## src/rtl/iso14443a_frame_decode.sv

```systemverilog
// ISO/IEC 14443-2 Type A modified-Miller frame decoder (PCD -> PICC direction).
// Consumes PCDBitSequence symbols (ERROR/X/Y/Z), detects SOC/EOC, emits data
// bits LSB-first one symbol late, and pulses error on framing violations.
// Optional feature: define ISO14443A_FRAME_DECODE_BIT_COUNT_EN to get the
// bit_count output (bits in last frame).
module iso14443a_frame_decode #(
  parameter int unsigned BIT_COUNT_WIDTH = 12
) (
  input  logic       clk,
  input  logic       rst,
  input  logic       seq_valid,
  input  logic [1:0] seq,
  output logic       soc,
  output logic       eoc,
  output logic       data_valid,
  output logic       data_bit,
  output logic       error
`ifdef ISO14443A_FRAME_DECODE_BIT_COUNT_EN
  ,
  output logic [BIT_COUNT_WIDTH-1:0] bit_count
`endif
);

  typedef enum logic [1:0] {
    SYM_ERR = 2'd0,
    SYM_X   = 2'd1,
    SYM_Y   = 2'd2,
    SYM_Z   = 2'd3
  } sym_t;

  typedef enum logic [1:0] {
    IDLE  = 2'd0,
    FIRST = 2'd1,
    DATA  = 2'd2
  } state_t;

  state_t state;
  sym_t   prev;
  logic   pending;
  sym_t   sym;

  assign sym = sym_t'(seq);

`ifdef ISO14443A_FRAME_DECODE_BIT_COUNT_EN
  function automatic logic [BIT_COUNT_WIDTH-1:0] sat_inc(input logic [BIT_COUNT_WIDTH-1:0] c);
    return (c == '1) ? c : c + 1'b1;
  endfunction
`endif

  // Frame FSM: a bit is held pending until the next symbol proves it is not the EOC logic 0.
  always_ff @(posedge clk or posedge rst) begin
    if (rst) begin
      state      <= IDLE;
      prev       <= SYM_ERR;
      pending    <= 1'b0;
      soc        <= 1'b0;
      eoc        <= 1'b0;
      data_valid <= 1'b0;
      data_bit   <= 1'b0;
      error      <= 1'b0;
`ifdef ISO14443A_FRAME_DECODE_BIT_COUNT_EN
      bit_count  <= '0;
`endif
    end else begin
      soc        <= 1'b0;
      eoc        <= 1'b0;
      data_valid <= 1'b0;
      error      <= 1'b0;
      if (seq_valid) begin
        case (state)
          IDLE: begin
            if (sym == SYM_Z) begin
              soc   <= 1'b1;
              state <= FIRST;
`ifdef ISO14443A_FRAME_DECODE_BIT_COUNT_EN
              bit_count <= '0;
`endif
            end
          end
          FIRST: begin
            case (sym)
              SYM_X: begin
                pending <= 1'b1;
                prev    <= SYM_X;
                state   <= DATA;
              end
              SYM_Z: begin
                pending <= 1'b0;
                prev    <= SYM_Z;
                state   <= DATA;
              end
              default: begin
                error <= 1'b1;
                state <= IDLE;
              end
            endcase
          end
          DATA: begin
            case (sym)
              SYM_X: begin
                data_valid <= 1'b1;
                data_bit   <= pending;
                pending    <= 1'b1;
                prev       <= SYM_X;
`ifdef ISO14443A_FRAME_DECODE_BIT_COUNT_EN
                bit_count  <= sat_inc(bit_count);
`endif
              end
              SYM_Z: begin
                if (prev == SYM_X) begin
                  error <= 1'b1;
                  state <= IDLE;
                end else begin
                  data_valid <= 1'b1;
                  data_bit   <= pending;
                  pending    <= 1'b0;
                  prev       <= SYM_Z;
`ifdef ISO14443A_FRAME_DECODE_BIT_COUNT_EN
                  bit_count  <= sat_inc(bit_count);
`endif
                end
              end
              SYM_Y: begin
                if (prev == SYM_X) begin
                  data_valid <= 1'b1;
                  data_bit   <= pending;
                  pending    <= 1'b0;
                  prev       <= SYM_Y;
`ifdef ISO14443A_FRAME_DECODE_BIT_COUNT_EN
                  bit_count  <= sat_inc(bit_count);
`endif
                end else begin
                  // Y after Y/Z: the pending 0 was the EOC logic 0
                  eoc   <= 1'b1;
                  state <= IDLE;
                end
              end
              default: begin
                error <= 1'b1;
                state <= IDLE;
              end
            endcase
          end
          default: state <= IDLE;
        endcase
      end
    end
  end

endmodule
```

## config.mk

```make
export PLATFORM = sky130hd
export DESIGN_NAME = iso14443a_frame_decode
export DESIGN_NICKNAME = d
export VERILOG_FILES = /design/src/rtl/iso14443a_frame_decode.sv
export SDC_FILE = /design/constraint.sdc
export NUM_CORES = 1
export LEC_CHECK = 0
export ABC_CLOCK_PERIOD_IN_PS = 3000
export CORE_MARGIN = 2
export CORE_UTILIZATION = 44
export DETAILED_ROUTE_END_ITERATION = 12
export PLACE_DENSITY = 0.75
export REMOVE_ABC_BUFFERS = 1
export SYNTH_ARGS = -nofsm -noshare
export SYNTH_HDL_FRONTEND = slang
export SYNTH_SLANG_ARGS = --single-unit
```

## constraint.sdc

```tcl
create_clock -name clk -period 3 [get_ports clk]
set_clock_uncertainty 0.05 [all_clocks]
set_input_delay 0.6 -clock clk [delete_from_list [all_inputs] [get_ports clk]]
set_output_delay 0.6 -clock clk [all_outputs]
set_load 0.005 [all_outputs]
```

==> flow_metrics.py <==
metrics = {
    "timing": {
        "timing.hold.ws_ns": 0.451,
        "finalSetupViolCount": 0,
        "finalSetupTns_ns": 0,
        "slew_violations": 0,
        "fmaxAchievable_mhz": 452,
        "slew_headroom_pct": 75.7,
        "finalCritPeriodShare_pct": 73.7,
        "min_period_ns": 2.21,
        "rsz0062_at_grt": "false",
        "worst_pin_slew_ns": 0.364,
        "hold_viol": 0,
    },
    "layout": {
        "fin_nets": 93,
        "antenna_cells": 0,
        "syn2layout_area_growth_pct": 18.9,
        "seq_area_um2": 250,
        "fillerInstances": 135,
        "multi_input_comb_area_um2": 400,
        "fin_util_pct": 54.5,
        "drive_gt1_share_pct": 10.4,
    },
    "routing": {
        "drtAntennaViolNets": 0,
        "viasPerCell": 5.35,
        "wl_um": 1100,
        "drt_iter0_markers": 11,
        "wire_per_inst_um": 11.9,
        "via_count": 498,
        "drc_errors": 0,
        "drt-pass1-iter-count": 4,
    },
    "worst_setup_path": {
        "path_max_fanout": 6,
        "reg2reg_from": "state[0]",
        "critPathArrivalTime_ns": 2.30,
        "worst-setup-path-type": "in -> reg",
        "ff2ff_setup_slack_ns": 1.19,
        "required_ns": 3.09,
        "r2r_end": "pending",
        "worstSetupStartpointType": "input port",
        "end_kind": "flop",
        "r2r_cells": 6,
    },
    "floorplan": {
        "core_um2": 1470,
        "start_util_pct": 45.8,
        "dieArea_um2": 1860,
        "ioPinCount": 10,
        "die_w_um": 43.2,
        "rows": 14,
        "die_y_um": 43.2,
    },
    "synthesis": {
        "synth_edf_count": 0,
        "synth_mux_area_share_pct": 12.2,
        "synth-simple-area-share_pct": 16.1,
        "synth_top_family_by_area": "adder cells",
        "synth_seq_cells": 10,
        "synth_top_cell_by_area": "dfrtp_1",
        "synthTopCellsByArea": "dfrtp_1 37%, ha_1 17%, a21oi_4 4.8%, mux2i_1 4.5%, mux2_4 4.5%",
        "synthCells": 66,
        "yosysWarnings": 0,
        "synth_compound_area_share_pct": 14.3,
        "syn-cell-area_um2": 674,
        "syn_area_per_cell_um2": 10.2,
        "ys_seq_area_share_pct": 37.1,
        "synth_cell_type_count": 24,
        "synth_xor_area_share_pct": 0,
        "synthAdderAreaFrac_pct": 16.7,
        "ys.flop_type": "dfrtp_1",
        "synth_top_area_share_pct": 37.1,
        "synthArstFlopShare_pct": 100,
    },
    "power_and_ir_drop": {
        "cellLeakagePower_nw": 0.368,
        "vdd_drop_max_v": 0.000287,
        "p_total_w": 0.000569,
        "power_density_nw_per_um2": 709,
    },
    "place": {
        "portBuffers": 9,
        "hpwlAfterDp_um": 895,
        "place.gp.congestion": 0.854,
    },
    "clocking": {
        "cts_tree": "yes",
        "cts_resized": 0,
        "cts_root_buffer": "clkbuf_4",
        "cts_buffers": 3,
        "ctsHoldBuffers": 0,
        "cts_setup_buffers": 0,
        "cts.sinks": 10,
        "clkTransAtPathRegs_ns": 0.06,
        "clk_latency_ns": 0.26,
        "cts_buffer_depth": 2,
        "cts-htree-levels": 1,
    },
    "global_routing": {
        "gr-usage-all-layers_pct": 13.5,
        "grt_overflow": 0,
        "grt_pass1_wl_um": 1860,
        "antenna_found_initial": 0,
        "grt_max_degree": 11,
        "grt_pass1_vias": 436,
    },
    "worst_hold_path": {
        "holdPathEnd": "pending",
        "hp-start": "pending",
        "holdPathStages": 1,
        "hold_class": "reg -> reg",
    },
    "status": {
        "outcome": "finished clean",
    },
    "run": {
        "max_cap_viol_count": 0,
    },
}
cells in the mapped netlist, types with 2 or more instances:
cell      number
dfrtp_1       10
ha_1           9
nand2_1        8
nor2_1         6
inv_1          5
mux2i_1        3
a21oi_4        2
a31oi_1        2
mux2_1         2
mux2_4         2
nand2b_1       2
nand3_1        2
o21ai_0        2
layout by cell type (no fill, tap or decap):
master and n:
inv_1 5, nand2_1 8, nand2b_1 2, mux2i_1 3, nor2_1 6, dfrtp_1 10, a22oi_1 1, nand3_1 2
o21ai_0 2, clkbuf_4 3, o21ai_1 1, a31oi_1 2, mux2_4 2, clkdlybuf4s50_1 9, and2b_1 1, a211oi_1 1
mux2_1 2, ha_1 9, a22o_1 1, and3_1 1, or2_1 1, a21oi_4 2, nand2b_4 1, a21oi_1 1
o211ai_1 1
critical path, stage by stage:
cell	delay, ns
clkdlybuf4s50_1	0.54
inv_1	0.09
ha_1	0.26
mux2_4	0.31
a21oi_4	0.16
mux2_1	0.33
worst max-delay path by stage:
stage                           to   start  cells after the start  slack [ns]
final                     state[0]  seq[0]                      6        0.79
after global routing       pending  seq[1]                      7        0.69
after CTS                 state[0]  seq[0]                      6        0.79
after detailed placement  state[0]  seq[0]                      6        0.51
after global placement    state[0]  seq[0]                      6        0.55
after floorplan           state[0]  seq[0]                      5        1.18
registers in the layout (all words and copies together) (netlist names):
name and flops:
pending 1, soc 1, data_valid 1, state 2
eoc 1, data_bit 1, prev 2, error 1
through the flow:
step	cell area (µm²)	std cells	setup slack [ns]
after detailed placement	779	90	0.506
after global placement	779	90	0.550
after CTS	802	93	0.793
after global routing	802	93	0.687
final	802	93	0.790
after floorplan	669	65	1.18
cells by family (layout without fill, tap and decap cells):
kind of cell,count (synthesis),in the layout
compound gates,12,12
simple gates,22,22
flops,10,10
buf+inv,6,17
mux,7,7
fa+ha+maj,9,9
final cells by class:
cell class / count / share of cell area, %
inverters: 5 / 2.34
clock buffers: 3 / 2.81
multi-input cells: 50 / 49.9
flip-flops and latches: 10 / 31.2
repair buffers: 9 / 11.2
well taps: 16 / 2.50
power by group:
part	switching, W	leakage, nW	total [W]	internal, W
clock	0.0000417	0.0138	0.0000879	0.0000462
sequential	0.0000350	0.125	0.000214	0.000179
combinational	0.000128	0.229	0.000267	0.000139
layer usage:
layer,track usage (%),share of wire [%],up-vias
li1,-,-,250
met1,18.1,49,229
met2,20.0,46,17
met3,2.98,4.5,2
met4,7.27,1.3,0
met5,0,0,-
Note: power is estimated with default switching activity, not from simulation.
